**src/rtl/ldpc_rx_packer_if.sv**
```systemverilog
// Byte-stream input and decoder handshake bundle for ldpc_rx_packer.
// The slave modport is the packer side; master is the source/decoder side.
interface ldpc_rx_packer_if;
    logic [7:0]   in_data;
    logic         in_valid;
    logic         in_ready;
    logic         in_sync;
    logic         free;
    logic         work;
    logic [255:0] tx;

    modport master (
        output in_data, in_valid, in_sync, free,
        input  in_ready, work, tx
    );

    modport slave (
        input  in_data, in_valid, in_sync, free,
        output in_ready, work, tx
    );
endinterface

```
**src/rtl/ldpc_rx_packer.sv**
```systemverilog
// Packs received bytes into 256-bit codewords (ping-pong buffers) and issues them to the decoder.
// Optional issued-codeword counter enabled by defining LDPC_PACKER_FRAME_CNT_EN.
module ldpc_rx_packer #(
    parameter int FRAME_BYTES = 32,
    parameter int ACK_TIMEOUT = 15
) (
    input  logic              clk,
    input  logic              rst,
    ldpc_rx_packer_if.slave   bus,
    output logic              ack_err,
    output logic [15:0]       frame_cnt
);
    localparam int FRAME_BITS = FRAME_BYTES * 8;
    localparam int CW         = $clog2(FRAME_BYTES);
    localparam int TW         = $clog2(ACK_TIMEOUT + 1);
    localparam logic [CW-1:0] CNT_LAST = CW'(FRAME_BYTES - 1);
    localparam logic [TW-1:0] TO_LAST  = TW'(ACK_TIMEOUT - 1);

    typedef enum logic [1:0] {IDLE, ISSUE, WAIT_ACK} state_t;

    state_t                state_reg;
    logic [CW-1:0]         cnt_reg;
    logic                  fill_sel_reg;
    logic                  issue_sel_reg;
    logic                  work_reg;
    logic                  ack_err_reg;
    logic [FRAME_BITS-1:0] tx_reg;
    logic [TW-1:0]         timer_reg;

    logic [1:0]            full_vec;
    logic [FRAME_BITS-1:0] data_vec [2];
    logic                  accept;
    logic                  frame_done;
    logic [CW-1:0]         wr_idx;
    logic                  pend_full;
    logic [FRAME_BITS-1:0] pend_data;

    assign bus.in_ready = ~rst & ~(&full_vec);
    assign accept       = bus.in_valid & bus.in_ready;
    // A resync byte always starts a new frame at position 0.
    assign wr_idx       = bus.in_sync ? '0 : cnt_reg;
    assign frame_done   = accept & (wr_idx == CNT_LAST);
    assign pend_full    = full_vec[issue_sel_reg];
    assign pend_data    = data_vec[issue_sel_reg];

    genvar gi;
    generate
        for (gi = 0; gi < 2; gi++) begin : g_buf
            logic                  full_reg;
            logic [FRAME_BITS-1:0] data_reg;

            always_ff @(posedge clk) begin
                if (accept && fill_sel_reg == 1'(gi))
                    data_reg[{wr_idx, 3'b000} +: 8] <= bus.in_data;
            end

            // Set and clear never collide: a buffer is filled only while empty and released only while full.
            always_ff @(posedge clk) begin
                if (rst)
                    full_reg <= 1'b0;
                else if (frame_done && fill_sel_reg == 1'(gi))
                    full_reg <= 1'b1;
                else if (state_reg == ISSUE && issue_sel_reg == 1'(gi))
                    full_reg <= 1'b0;
            end

            assign full_vec[gi] = full_reg;
            assign data_vec[gi] = data_reg;
        end
    endgenerate

    always_ff @(posedge clk) begin
        if (rst) begin
            state_reg     <= IDLE;
            cnt_reg       <= '0;
            fill_sel_reg  <= 1'b0;
            issue_sel_reg <= 1'b0;
            work_reg      <= 1'b0;
            ack_err_reg   <= 1'b0;
            tx_reg        <= '0;
            timer_reg     <= '0;
        end else begin
            if (accept)
                cnt_reg <= wr_idx + 1'b1;
            else if (bus.in_sync)
                cnt_reg <= '0;
            if (frame_done)
                fill_sel_reg <= ~fill_sel_reg;

            work_reg <= 1'b0;
            case (state_reg)
                IDLE: begin
                    if (pend_full && bus.free) begin
                        tx_reg    <= pend_data;
                        work_reg  <= 1'b1;
                        state_reg <= ISSUE;
                    end
                end
                ISSUE: begin
                    issue_sel_reg <= ~issue_sel_reg;
                    timer_reg     <= '0;
                    state_reg     <= WAIT_ACK;
                end
                WAIT_ACK: begin
                    if (!bus.free) begin
                        state_reg <= IDLE;
                    end else if (timer_reg == TO_LAST) begin
                        ack_err_reg <= 1'b1;
                        state_reg   <= IDLE;
                    end else begin
                        timer_reg <= timer_reg + 1'b1;
                    end
                end
                default: state_reg <= IDLE;
            endcase
        end
    end

    assign bus.work = work_reg;
    assign bus.tx   = tx_reg;
    assign ack_err  = ack_err_reg;

`ifdef LDPC_PACKER_FRAME_CNT_EN
    logic [15:0] frame_cnt_reg;

    always_ff @(posedge clk) begin
        if (rst)
            frame_cnt_reg <= '0;
        else if (work_reg)
            frame_cnt_reg <= frame_cnt_reg + 16'd1;
    end

    assign frame_cnt = frame_cnt_reg;
`else
    assign frame_cnt = '0;
`endif

endmodule

```
**src/flat_wrapper.sv**
```systemverilog
// flat-port wrapper written by rule: the top's interface ports become plain ports
module ldpc_rx_packer_flat 
#(
    parameter int FRAME_BYTES = 32,
    parameter int ACK_TIMEOUT = 15
)
  (clk, rst, ack_err, frame_cnt, bus_in_data, bus_in_valid, bus_in_sync, bus_free, bus_in_ready, bus_work, bus_tx);
  ldpc_rx_packer_if bus_i ();
  input  logic clk;
  input  logic rst;
  output logic ack_err;
  output logic [15:0] frame_cnt;
  input wire logic [$bits(bus_i.in_data)-1:0] bus_in_data;
  input wire logic [$bits(bus_i.in_valid)-1:0] bus_in_valid;
  input wire logic [$bits(bus_i.in_sync)-1:0] bus_in_sync;
  input wire logic [$bits(bus_i.free)-1:0] bus_free;
  output wire logic [$bits(bus_i.in_ready)-1:0] bus_in_ready;
  output wire logic [$bits(bus_i.work)-1:0] bus_work;
  output wire logic [$bits(bus_i.tx)-1:0] bus_tx;
  assign bus_i.in_data = bus_in_data;
  assign bus_i.in_valid = bus_in_valid;
  assign bus_i.in_sync = bus_in_sync;
  assign bus_i.free = bus_free;
  assign bus_in_ready = bus_i.in_ready;
  assign bus_work = bus_i.work;
  assign bus_tx = bus_i.tx;
  ldpc_rx_packer #(.FRAME_BYTES(FRAME_BYTES), .ACK_TIMEOUT(ACK_TIMEOUT)) u_core (.clk(clk), .rst(rst), .bus(bus_i), .ack_err(ack_err), .frame_cnt(frame_cnt));
endmodule
```
**config.mk**
```make
export PLATFORM = sky130hd
export DESIGN_NAME = ldpc_rx_packer_flat
export DESIGN_NICKNAME = d
export VERILOG_FILES = /design/src/rtl/ldpc_rx_packer_if.sv /design/src/rtl/ldpc_rx_packer.sv /design/src/flat_wrapper.sv
export SDC_FILE = /design/constraint.sdc
export NUM_CORES = 1
export LEC_CHECK = 0
export BUFFER_PORTS_ARGS = -buffer_cell sky130_fd_sc_hd__buf_2
export CAP_MARGIN = 0
export CORE_ASPECT_RATIO = 1.25
export CORE_MARGIN = 4
export CORE_UTILIZATION = 30
export CTS_BUF_LIST = sky130_fd_sc_hd__clkbuf_16
export DETAILED_ROUTE_END_ITERATION = 10
export GPL_TIMING_DRIVEN = 0
export SYNTH_ARGS = -nofsm -noshare
export SYNTH_HDL_FRONTEND = slang
export SYNTH_SLANG_ARGS = --single-unit
```
**constraint.sdc**
```tcl
create_clock -name clk -period 9.9 [get_ports clk]
set_clock_uncertainty 0.2 [all_clocks]
set_input_delay 1.485 -clock clk [delete_from_list [all_inputs] [get_ports clk]]
set_output_delay 1.485 -clock clk [all_outputs]
set_load 0.05 [all_outputs]
```
# Word level (Yosys, flattened, before mapping)

Index checks and enable logic that the tools add are counted.

Add/sub/neg operators: 3
Magnitude comparators: 2
Eq/ne operators: 8
Shift-type cells: 2
Mux-type cells: 21
Bitwise gates (word level): 9
Reductions and logical operators: 17

Operators by type and width:

| cell                                                    | count |
|---|---|
| 2-to-1 mux 256 bit                                      | 3 |
| bitwise mux 256 bit                                     | 2 |
| variable shift 8 x 10 -> 256 bit (first input constant) | 1 |
| variable part select 8 x 10 -> 256 bit                  | 1 |
| 2-to-1 mux 5 bit                                        | 2 |
| negation 8 -> 10 bit                                    | 1 |
| 2-to-1 mux 4 bit                                        | 2 |
| case mux 4 bit (2 select lines)                         | 1 |
| logical AND 1 bit                                       | 7 |
| 2-to-1 mux 1 bit                                        | 7 |
| 2-to-1 mux 2 bit                                        | 3 |
| case mux 2 bit (3 select lines)                         | 1 |
| AND reduction 2 bit                                     | 3 |
| AND reduction 3 bit                                     | 2 |
| nonzero test 2 bit                                      | 3 |
| adder 5 x 1 -> 5 bit (second input constant)            | 1 |
| == test 5 bit (second input constant)                   | 1 |
| NOT 1 bit                                               | 5 |
| adder 4 x 1 -> 4 bit (second input constant)            | 1 |
| == test 4 bit (second input constant)                   | 1 |
| != test 2 bit (second input constant)                   | 2 |
| AND 1 bit                                               | 3 |
| != test 3 x 2 -> 1 bit (second input constant)          | 1 |
| == test 2 x 1 -> 1 bit (second input constant)          | 1 |
| other kinds (7)                                         | 7 |

Register bits after elaboration: 785
Input port bits: 13
Output and inout port bits: 275
Logic and storage cells: 74

# Depth between registers and ports, before layout

Gate-level depths: netlist of the first run.

Depth after elaboration: 7
Depth in mapped cells: 9
Gate-level depth less buffers: 8

# Least setup slack after synthesis of the first run

No wires, ideal clock.

Path type: input -> register
Start point: input bus_in_sync
End point: register u_core.g_buf[1].data_reg[184], enable pin
Library setup time: 0.395 ns
Data arrival time: 3.868 ns
Required time: 9.305 ns
Slack: 5.437 ns
Stages: 8
Buffers on the path: 3
Path through: clkbuf_1 -> nand2b_1 -> ha_1 -> clkbuf_1 -> inv_1 -> o31a_1 -> clkbuf_1 -> nor4_1

RTL lines:

| element                       | RTL line             | RTL |
|---|---|---|
| start, declared               | flat_wrapper.sv:15   | `input wire logic [$bits(bus_i.in_sync)-1:0] bus_in_sync;` |
| end signal, assigned by index | ldpc_rx_packer.sv:54 | `data_reg[{wr_idx, 3'b000} +: 8] <= bus.in_data;` |
| end, declared                 | ldpc_rx_packer.sv:50 | `logic [FRAME_BITS-1:0] data_reg;` |

==> run metrics, run 1 <==
run status completed; worst rel slew slack 14.8%; count of endpoints failing hold in the final timing report 0; count of maximum capacitance violations 0; Setup TNS Final 0 ns; flip-flop count of the largest register, all copies and words added 512; count of vias placed by the detailed router between 20k and 25k; RSZ-0062 raised after global routing false; number of buffers created by CTS 79; Area Overhead vs Synth 19.7%; most frequent cell on the critical path clkbuf_1; switch share a little over a fifth; die width 290 um; instance count of the mapped netlist 2306; initial core utilization a little under a third; count of final setup violators 0; synthesized cell area roughly 0.03 sq mm; buffers from clock root to sink, at most 3; ys flop type edfxtp_1; wire length on met3 8860 um; number of global-route vias before repair 19.8k; Cell variety after synth 47; Finished Core Util 36.2%; sequential cell area fraction in the yosys report between 60% and 70%; Clock Pin Slew Worst Setup and Hold Paths 0.06 ns; fmax 192 MHz; minimum period implied by the final worst setup slack between 5 and 6 ns; kind of start point of the critical path primary input; CTS resizes 0; relative contribution of sequential cells to total power 52.4%; count of buffers from port buffering roughly 270; overall power consumption 0.00658 W; Detail Placement HPWL 73200 um; highest fanout seen on the critical path 10; fraction of power consumed by the clock network 45.0%; total number of clock tree sinks 785; GRT overflow 0; area of the die 0.105 sq mm; cell types occupying the most area after synthesis edfxtp_1 (51%), dfxtp_1 (18%), mux2i_1 (8.7%); Met1 Wirelength between 30000 and 40000 um; final net count ~2.7k; async set-reset flop share out of synthesis 0%; synthesis warning total 0; Post CTS Setup Buffer Count 0; I/O pin cnt 288; CTS tree done; Std-Cell Rows 129; DR pass1 iterations 6; Psw 0.00142 W; number of synthesized register bits 785; cell type with the largest total area after synthesis edfxtp_1; worst path cell trace buf_2, clkbuf_1, nand2b_1, ha_1, clkbuf_1, nor2_1, and2_0, clkbuf_1, nand2_1, nor3_1; hold bufs inserted after CTS 0; clock insertion delay at the later pin of the skew report 0.65 ns; number of nets with antenna violations after detailed routing 0; clock root buffer clkbuf_16; number of standard cells in the final layout excluding fillers about 4k; areal power density over the cells 184 mW/mm^2; Worst setup EP type register; combinational fraction of design power 2.5%; final max-slew violation count 0; proportion of netlist area held by the largest area contributor 51.4%; wire length of the first global-routing pass 138000 um; Total Routed Length 97800 um; portion of the clock cycle consumed by the worst path in the final layout a little over half; critical path's top delay family simple AND/OR/NAND/NOR gates; type of the setup path with the least slack primary input to register; Max H-tree Level 3; total DRC errors in the routed layout 0; number of synthesized flops with an enable pin between 500 and 600; chip height 361 um; top-count cell post-synth edfxtp_1; delay of the slowest critical-path stage about 1.0 ns; final-layout worst hold slack 0.296 ns; Max IR drop VDD 0.118 mV; Std-Cell Core Area about 0.099 sq mm; pin count of the biggest net entering global routing 16; Power Internal between 0.005 and 0.006 W; antenna violations before repair 8; number of DRC violations after detailed-routing iteration 0 1769; fraction of layout instances using a drive strength above 1 18.1%; GP Congestion 0.941; ratio of routed vias to standard cells 4.96; Leakage 12.2 nW; slowest cell on the critical path nor3_1; Hold Path Class register to register; global routing usage summed across all routing layers 18.1%; most used standard cells in the synthesized netlist edfxtp_1 (512), nor2_1 (432), dfxtp_1 (273), mux2i_1 (259), a211oi_1 (256); transition time of the tightest slew-check pin approximately 1.3 ns; met2 layer wire length in the routed design 47900 um; number of fill cells 9595; Crit path arrival time 5.24 ns; crit path buf inv count 4; Placed Cells 3920; required time at the worst-slack endpoint just under 10 ns; post-detailed-route wirelength per cell 24.0 um; syn avg cell area 13.0 sq um; uppermost routed layer met5
## worst paths after layout
| check | from | to | slack (ns) | cells after the start |
|---|---|---|---|---|
| worst min register to register | u_core.bus.tx[31] | u_core.bus.tx[31] | 0.30 | 2 |
| worst max-delay path | bus_in_sync | u_core.g_buf[1].data_reg[125] | 4.69 | 10 |
| worst max register to register | u_core.cnt_reg[0] | u_core.g_buf[1].data_reg[125] | 5.57 | 9 |
| worst min-delay path | u_core.bus.tx[31] | u_core.bus.tx[31] | 0.30 | 2 |
## cells in the final DEF, fill, tap and decap left out, types with 38 or more instances in the layout
cell type    n
clkbuf_1   145
nor3_1     134
dfxtp_1    273
nand2_1     53
buf_2      307
buf_4       38
a211oi_1   256
nor2_1     432
nand3_1     46
clkbuf_16   83
edfxtp_1   512
mux2i_1    259
## layer usage
| metal | up-vias | global-route usage (%) |
|---|---|---|
| li1 | 9229 | - |
| met1 | 9863 | 20.5 |
| met2 | 863 | 31.1 |
| met3 | 210 | 5.27 |
| met4 | 4 | 9.01 |
| met5 | - | 0 |
## worst reg2reg max path, cell delays in order (launching register included)
cell	delay (ns)
dfxtp_1	0.30
buf_2	0.21
nand2b_1	0.17
ha_1	0.34
clkbuf_1	0.26
nor2_1	0.18
and2_0	0.35
clkbuf_1	0.57
nand2_1	0.33
nor3_1	1.04
## final cells by class
| type | instances | area, sq um | area share [%] |
|---|---|---|---|
| repair buffers | 289 | 1500 | 4.19 |
| plain buffers | 207 | 893 | 2.50 |
| well taps | 1310 | 1640 | 4.58 |
| diodes | 3 | 7.51 | 0.0210 |
| clock buffers | 83 | 2080 | 5.80 |
| clock inverters | 64 | 482 | 1.35 |
| multi-input cells | 1321 | 8320 | 23.2 |
| flip-flops and latches | 785 | 20800 | 58.2 |
| inverters | 8 | 30.0 | 0.0839 |
## metrics by stage
| stage | instance area (sq um) | setup slack (ns) |
|---|---|---|
| after CTS | 35800 | 4.85 |
| after detailed placement | 33200 | 4.18 |
| final | 35800 | 4.69 |
| after global routing | 35800 | 4.44 |
| after floorplan | 29900 | 5.44 |
| after global placement | 32900 | 3.91 |
## logic make-up after synthesis
kind of cell,after synthesis,share of synthesized area [%]
AOI/OAI and AO/OA,283,7.05
xor gates and xnor gates,7,0.205
and+or+nand+nor,747,10.9
other,1,0.0125
DFF,785,69.7
adders and majority gates,6,0.251
buffers and inverters,215,3.09
muxes,262,8.79
## power groups by stage
stage                     Clock, W  Sequential, W  Combinational (W)
after floorplan                  0        0.00352          0.0000962
after global placement           0        0.00352           0.000157
after detailed placement         0        0.00352           0.000161
after CTS                  0.00300        0.00345           0.000162
after global routing       0.00314        0.00345           0.000173
final                      0.00297        0.00345           0.000165
No activity file was read; power rests on OpenSTA's default activity.
==> inputs of run 2 (changes only) <==
Settings changed: ABC_AREA from default to 1.
Clock period 9.9 ns to 4.6 ns, I/O delays scaled along.
==> run 2 against run 1 <==
Against the previous run:
- non-clock buffer count decreased by 28
- global-route usage is 0.80 points lower
- routed wire length down 3.5%
- core utilization decreased by 0.29 points
- synthesized cell count up 30%
- combinational power up 96%
- first-iteration DRC count shrank 5.8%
- largest cell class unchanged
- worst hold slack worse by 0.092 ns
==> run metrics, run 2 <==
die width 290 um (about the same); post-detailed-route wirelength per cell 19.9 um (was 24.0 um); CTS tree done (unchanged); highest fanout seen on the critical path 11 (was 10); fmax 272 MHz; dominant combinational cell family by area after synthesis simple AND/OR/NAND/NOR gates (unchanged); met2 layer wire length in the routed design 47800 um (was 47900 um); chip height 361 um (about the same); most frequent standard cell in the layout excluding fill and tap cells nor2_1 (was edfxtp_1); wire length of the first global-routing pass 135000 um (was 138000 um); GRT overflow 0 (unchanged); total DRC errors in the routed layout 0 (unchanged); wire length on met3 6830 um (was 8860 um); Setup TNS Final 0 ns (unchanged); slowest cell on the critical path nor2_1 (was nor3_1); RSZ-0062 raised after global routing false (unchanged); Met1 Wirelength 37000 um (was 35700 um); Post-Synth Adder-Cell Area 0.251% (about the same); count of endpoints failing hold in the final timing report 0 (unchanged); Leakage 15.3 nW (was 12.2 nW); synthesis warning total 0 (unchanged); syn avg cell area 9.95 sq um (was 13.0 sq um); flip-flop count of the largest register, all copies and words added 512 (unchanged); Post CTS Setup Buffer Count 0 (unchanged); Max H-tree Level 3 (unchanged); Hold Path Class primary input to register (was register to register); initial core utilization 30.2% (about the same); fraction of layout instances using a drive strength above 1 14.3% (was 18.1%); number of DRC violations after detailed-routing iteration 0 1666 (was 1769); kind of start point of the critical path register (was primary input); final-layout worst hold slack 0.204 ns (was 0.296 ns); multiplexer share of the synthesized area 0% (was 8.79%); transition time of the tightest slew-check pin 1.47 ns (was 1.27 ns); number of synthesized flops with an enable pin 512 (unchanged); Worst setup EP type register (unchanged); required time at the worst-slack endpoint 4.65 ns (was 9.94 ns); crit path buf inv count 3 (was 4); count of buffers from port buffering 271 (was 268); hold bufs inserted after CTS 0 (unchanged); Std-Cell Core Area 0.0989 sq mm (unchanged); share of the synthesized area in compound gates (AO/OA/AOI/OAI) 4.63% (was 7.05%); Cell variety after synth 31 (was 47); GP Congestion 0.818 (was 0.941); Clock Pin Slew Worst Setup and Hold Paths 0.07 ns (was 0.06 ns); top-count cell post-synth nor2_1 (was edfxtp_1); simple-gate share of the synthesized area 22.2% (was 10.9%); global routing usage summed across all routing layers 17.3% (was 18.1%); ant diodes 0 (was 3); uppermost routed layer met4 (was met5); Max IR drop VDD 0.267 mV (was 0.118 mV); number of global-route vias before repair 21.2k (was 19.8k); count of maximum capacitance violations 0 (unchanged); worst path cell trace nand2_1, buf_2, ha_1, buf_2, inv_2, nand3_1, nor2_1, nand3_2, nor2_1 (was buf_2, clkbuf_1, nand2b_1, ha_1, clkbuf_1, nor2_1, and2_0, clkbuf_1, nand2_1, nor3_1); type of the setup path with the least slack register to register (was primary input to register); area of the die 0.105 sq mm (about the same); count of final setup violators 0 (unchanged); clock root buffer clkbuf_16 (unchanged); delay of the slowest critical-path stage 0.69 ns (was 1.03 ns); pin count of the biggest net entering global routing 16 (unchanged); synthesized-area fraction occupied by xor and xnor cells 0.0293% (was 0.205%); sequential cell area fraction in the yosys report 69.7% (about the same); proportion of netlist area held by the largest area contributor 51.4% (about the same); cell type with the largest total area after synthesis edfxtp_1 (unchanged); Crit path arrival time 3.72 ns (was 5.24 ns); portion of the clock cycle consumed by the worst path in the final layout 79.8%; clock insertion delay at the later pin of the skew report 0.63 ns (was 0.65 ns); Total Routed Length 94400 um (was 97800 um); final net count 3395 (was 2710); DR pass1 iterations 6 (unchanged); synthesized cell area 0.0299 sq mm (about the same); areal power density over the cells 395 mW/mm^2 (was 184 mW/mm^2); final max-slew violation count 0 (unchanged); number of synthesized register bits 785 (unchanged); Area Overhead vs Synth 18.7% (was 19.7%); I/O pin cnt 288 (unchanged); CTS resizes 0 (unchanged); ys flop type edfxtp_1 (unchanged); async set-reset flop share out of synthesis 0% (unchanged); antenna violations before repair 2 (was 8); Detail Placement HPWL 64700 um (was 73200 um); ratio of routed vias to standard cells 4.61 (was 4.96); number of buffers created by CTS 78 (was 79); critical path's top delay family simple AND/OR/NAND/NOR gates (unchanged); total number of clock tree sinks 785 (unchanged); Std-Cell Rows 129 (unchanged); run status completed (unchanged); count of vias placed by the detailed router 21.9k (was 20.2k); most used standard cells in the synthesized netlist nor2_1 (833), nand2_1 (803), edfxtp_1 (512), dfxtp_1 (273), o21ai_0 (238) (was edfxtp_1 (512), nor2_1 (432), dfxtp_1 (273), mux2i_1 (259), a211oi_1 (256)); worst rel slew slack 1.96% (was 14.8%); number of nets with antenna violations after detailed routing 0 (unchanged); minimum period implied by the final worst setup slack 3.67 ns; cell types occupying the most area after synthesis edfxtp_1 (51%), dfxtp_1 (18%), nor2_1 (10%) (was edfxtp_1 (51%), dfxtp_1 (18%), mux2i_1 (8.7%)); instance count of the mapped netlist 3008 (was 2306); buffers from clock root to sink, at most 3 (unchanged); most frequent cells in the layout nor2_1 (833), nand2_1 (803), edfxtp_1 (512), buf_2 (306), dfxtp_1 (273) (was edfxtp_1 (512), nor2_1 (432), buf_2 (307), dfxtp_1 (273), mux2i_1 (259))
## run 2: changes by cell type in the layout (fill, tap and decap cells not counted), moves of 18 or more
cell and delta:
nor3_1 -109, nand2_1 +750, nor4_2 -21, buf_4 -20, nor2_1 +401, a211oi_1 -256, clkbuf_1 -18, o21ai_0 +234
o21ai_1 +25, mux2i_1 -259, inv_1 +20, nand3_1 -34
## run 2: metrics by stage
step	instance area [sq um]	worst slack (ns)	utilization [%]	cells	total power, W
final	35500	0.928	35.9	4750	0.0140
after global routing	35500	0.655	35.9	4750	0.0144
after CTS	35500	0.884	35.9	4750	0.0141
after detailed placement	33000	0.318	33.4	4606	0.00791
after global placement	33000	0.329	33.3	4604	0.00791
after floorplan	30000	1.24	-	3023	0.00775
## run 2: kinds of logic (layout without fill, tap and decap cells)
kind of cell               after synthesis  count (layout)
and+or+nand+nor                       1713            1713
DFF                                    785             785
AOI/OAI and AO/OA                      276             276
buffers and inverters                  226             643
adders and majority gates                6               6
other                                    1              16
xor gates and xnor gates                 1               1
## run 2: final cells by class
cell class	count	area (sq um)
Sequential cell	785	20800
Inverter	31	116
Fill cell	9881	63400
Buffer	195	853
Clock buffer	84	2100
Timing Repair Buffer	273	1390
Clock inverter	60	387
Tap cell	1310	1640
Multi-Input combinational cell	2012	8170
## run 2: final timing paths
path / from / endpoint / slack [ns] / depth (start not counted)
worst max-delay path: u_core.cnt_reg[0] / u_core.g_buf[0].data_reg[33] / 0.93 / 9
worst min-delay path: rst / u_core.timer_reg[2] / 0.20 / 4
worst max register to register: u_core.cnt_reg[0] / u_core.g_buf[0].data_reg[33] / 0.93 / 9
worst min register to register: u_core.fill_sel_reg / u_core.fill_sel_reg / 0.28 / 2
## run 2: report_power, final
| group | total [W] | internal [W] | switching [W] |
|---|---|---|---|
| registers | 0.00743 | 0.00743 | 0.00000203 |
| logic | 0.000323 | 0.0000493 | 0.000273 |
| clock network | 0.00628 | 0.00349 | 0.00279 |
| total | 0.0140 | 0.0110 | 0.00306 |
## run 2: per-layer routing
metal | vias to the layer above | track usage, %
li1 | 10600 | -
met1 | 10600 | 20.4
met2 | 647 | 31.1
met3 | 148 | 3.78
met4 | 0 | 5.77
met5 | - | 0
## run 2: worst min-delay path, cell delays in order
cell	delay, ns
buf_2	0.14
nor2_1	0.06
o21ai_0	0.07
a21oi_1	0.04
==> inputs of run 3 (changes only) <==
Clock period 4.6 ns to 3.55 ns, I/O delays scaled along.
==> run 3 against run 2 <==
Against the previous run:
- the flow now finishes with violations (max-capacitance violations, max-slew violations, negative setup slack)
- critical path type unchanged
- cell area increased by 0.32%
- clock power grew 29%
- worst hold slack worse by 0.18 ns
- largest power group unchanged
- largest cell class unchanged
- global-route usage stayed put
- sequential power up 30%
==> run metrics, run 3 (synthesized netlist as in run 2, its figures left out) <==
run status complete, but fails checks (was completed); violations in the final reports max-capacitance violations, max-slew violations, negative setup slack; CTS tree done (unchanged); worst path cell trace a21oi_1, nand2_1, inv_1, nand2_1, buf_1, nor2_1 (was nand2_1, buf_2, ha_1, buf_2, inv_2, nand3_1, nor2_1, nand3_2, nor2_1); area of the die 0.105 sq mm (unchanged); hold bufs inserted after CTS 0 (unchanged); sink of the worst hold path u_core.timer_reg[2] (unchanged); number of standard cells in the final layout excluding fillers 4753 (was 4750); number of buffers created by CTS 78 (unchanged); met2 track utilization from global routing 31.1% (about the same); Crit path arrival time 3.65 ns (was 3.72 ns); DR pass1 iterations 5 (was 6); buffers from clock root to sink, at most 3 (unchanged); RSZ-0062 raised after global routing true (was false); flip-flop count of the largest register, all copies and words added 512 (unchanged); worst r2r dst u_core.g_buf[1].data_reg[6] (was u_core.g_buf[0].data_reg[33]); Max IR drop VDD 0.345 mV (was 0.267 mV); number of nets with antenna violations after detailed routing 0 (unchanged); number of global-route vias before repair 21.2k (about the same); Area Overhead vs Synth 19.0% (was 18.7%); final max-slew violation count 11 (was 0); highest fanout seen on the critical path 10 (was 11); fmax 280 MHz (was 272 MHz); GRT overflow 0 (unchanged); Finished Core Util 36.0% (was 35.9%); transition time of the tightest slew-check pin 1.51 ns (was 1.47 ns); Leakage 15.4 nW (was 15.3 nW); Setup TNS Final -0.406 ns (was 0 ns); global routing usage summed across all routing layers 17.3% (unchanged); least setup slack across all paths after layout -0.0259 ns (was 0.928 ns); areal power density over the cells 510 mW/mm^2 (was 395 mW/mm^2); register-to-register setup slack -0.03 ns (was 0.93 ns); number of DRC violations after detailed-routing iteration 0 1690 (was 1666); start point of the worst min-delay path rst (unchanged); total DRC errors in the routed layout 0 (unchanged); clock root buffer clkbuf_16 (unchanged); GP Congestion 0.818 (unchanged); most frequent cell on the critical path nand2_1; slowest cell on the critical path nor2_1 (unchanged); met3 GRT Util 3.86% (was 3.78%); Clock Pin Slew Worst Setup and Hold Paths 0.06 ns (was 0.07 ns); portion of the clock cycle consumed by the worst path in the final layout 101% (was 79.8%); Total Routed Length 94100 um (was 94400 um); count of buffers from port buffering 271 (unchanged); kind of start point of the critical path register (unchanged); cell count of the worst hold path 4 (unchanged); Std-Cell Rows 129 (unchanged); count of maximum capacitance violations 1 (was 0); count of endpoints failing hold in the final timing report 0 (unchanged); post-detailed-route wirelength per cell 19.8 um (was 19.9 um); initial core utilization 30.2% (unchanged); antenna violations before repair 2 (unchanged); fraction of layout instances using a drive strength above 1 15.2% (was 14.3%); Max H-tree Level 3 (unchanged); R2R depth 6 (was 9); total number of clock tree sinks 785 (unchanged); most frequent cells in the layout nor2_1 (808), nand2_1 (803), edfxtp_1 (512), buf_2 (306), dfxtp_1 (273) (was nor2_1 (833), nand2_1 (803), edfxtp_1 (512), buf_2 (306), dfxtp_1 (273)); Hold Path Class primary input to register (unchanged); Placed Cells 4606 (unchanged); clock insertion delay at the later pin of the skew report 0.64 ns (was 0.63 ns); minimum period implied by the final worst setup slack 3.58 ns (was 3.67 ns); final net count 3397 (was 3395); wire length of the first global-routing pass 135000 um (about the same); chip height 361 um (unchanged); worst rel slew slack -0.852% (was 1.96%); number of fill cells 9868 (was 9881); ratio of routed vias to standard cells 4.61 (about the same); type of the setup path with the least slack register to register (unchanged); delay of the slowest critical-path stage 0.77 ns (was 0.69 ns); register cell area after layout 0.0208 sq mm (unchanged); Worst setup EP type register (unchanged); busiest metal layer after global routing met2 (unchanged); required time at the worst-slack endpoint 3.62 ns (was 4.65 ns); Crit Reg-Reg Startpoint u_core.g_buf[1].full_reg (was u_core.cnt_reg[0]); overall power consumption 0.0182 W (was 0.0140 W); pin count of the biggest net entering global routing 16 (unchanged); Std-Cell Core Area 0.0989 sq mm (unchanged); most frequent standard cell in the layout excluding fill and tap cells nor2_1 (unchanged); count of final setup violators 23 (was 0); die width 290 um (unchanged); routing usage on met1 20.3% (was 20.4%); I/O pin cnt 288 (unchanged); area used by multi-input combinational logic 0.00827 sq mm (was 0.00817 sq mm); final-layout worst hold slack 0.0268 ns (was 0.204 ns); Detail Placement HPWL 64700 um (unchanged); count of vias placed by the detailed router 21.9k (about the same)
[run 3: what timing repair did]
action,CTS,global route
buffers inserted,0,2
gates resized for setup,5,29
endpoints found under the setup margin,53,234
pin swaps,0,1
cloned,0,0
[run 3: cell type report]
type                       instances  area share, %
antenna                            1        0.00703
buffer                           195           2.40
clock buffer                      84           5.90
clock inverter                    60           1.09
inverter                          31          0.327
multi-input combinational       2012           23.2
sequential                       785           58.5
tap                             1310           4.60
timing repair buffer             275           3.94
[run 3: stage by stage]
| stage | setup slack, ns | area [sq um] |
|---|---|---|
| floorplan | 0.348 | 30000 |
| CTS | -0.0182 | 35500 |
| finish | -0.0259 | 35600 |
| global placement | -0.564 | 33000 |
| detailed placement | -0.575 | 33000 |
| global route | -0.175 | 35600 |
[run 3: per-layer routing]
layer,vias to the layer above,share of wire (%)
met4,0,2.8
met2,635,51
met5,-,0
met3,142,6.8
met1,10600,40
li1,10600,-
[run 3: where the power goes]
group	total (W)	internal (W)	switching, W
registers	0.00963	0.00963	0.00000261
logic	0.000420	0.0000640	0.000356
clock network	0.00812	0.00452	0.00360
[run 3: how the worst max path moves through the flow]
stage | from | end | slack (ns) | depth (start not counted)
after floorplan | rst | u_core.g_buf[0].data_reg[40] | 0.35 | 5
after global placement | bus_in_sync | u_core.g_buf[0].data_reg[32] | -0.56 | 11
after detailed placement | bus_in_sync | u_core.g_buf[0].data_reg[38] | -0.57 | 11
after CTS | u_core.cnt_reg[0] | u_core.g_buf[0].data_reg[140] | -0.02 | 8
after global routing | u_core.cnt_reg[0] | u_core.g_buf[1].data_reg[15] | -0.17 | 8
final | u_core.g_buf[1].full_reg | u_core.g_buf[1].data_reg[6] | -0.03 | 6
[run 3: worst max-delay path: cells and delay by family, from the launching register on]
kind,cells,cell delay [ns]
AND/OR/NAND/NOR,3,1.44
buffers and inverters,2,0.90
flip-flops,1,0.34
AO/OA/AOI/OAI,1,0.32
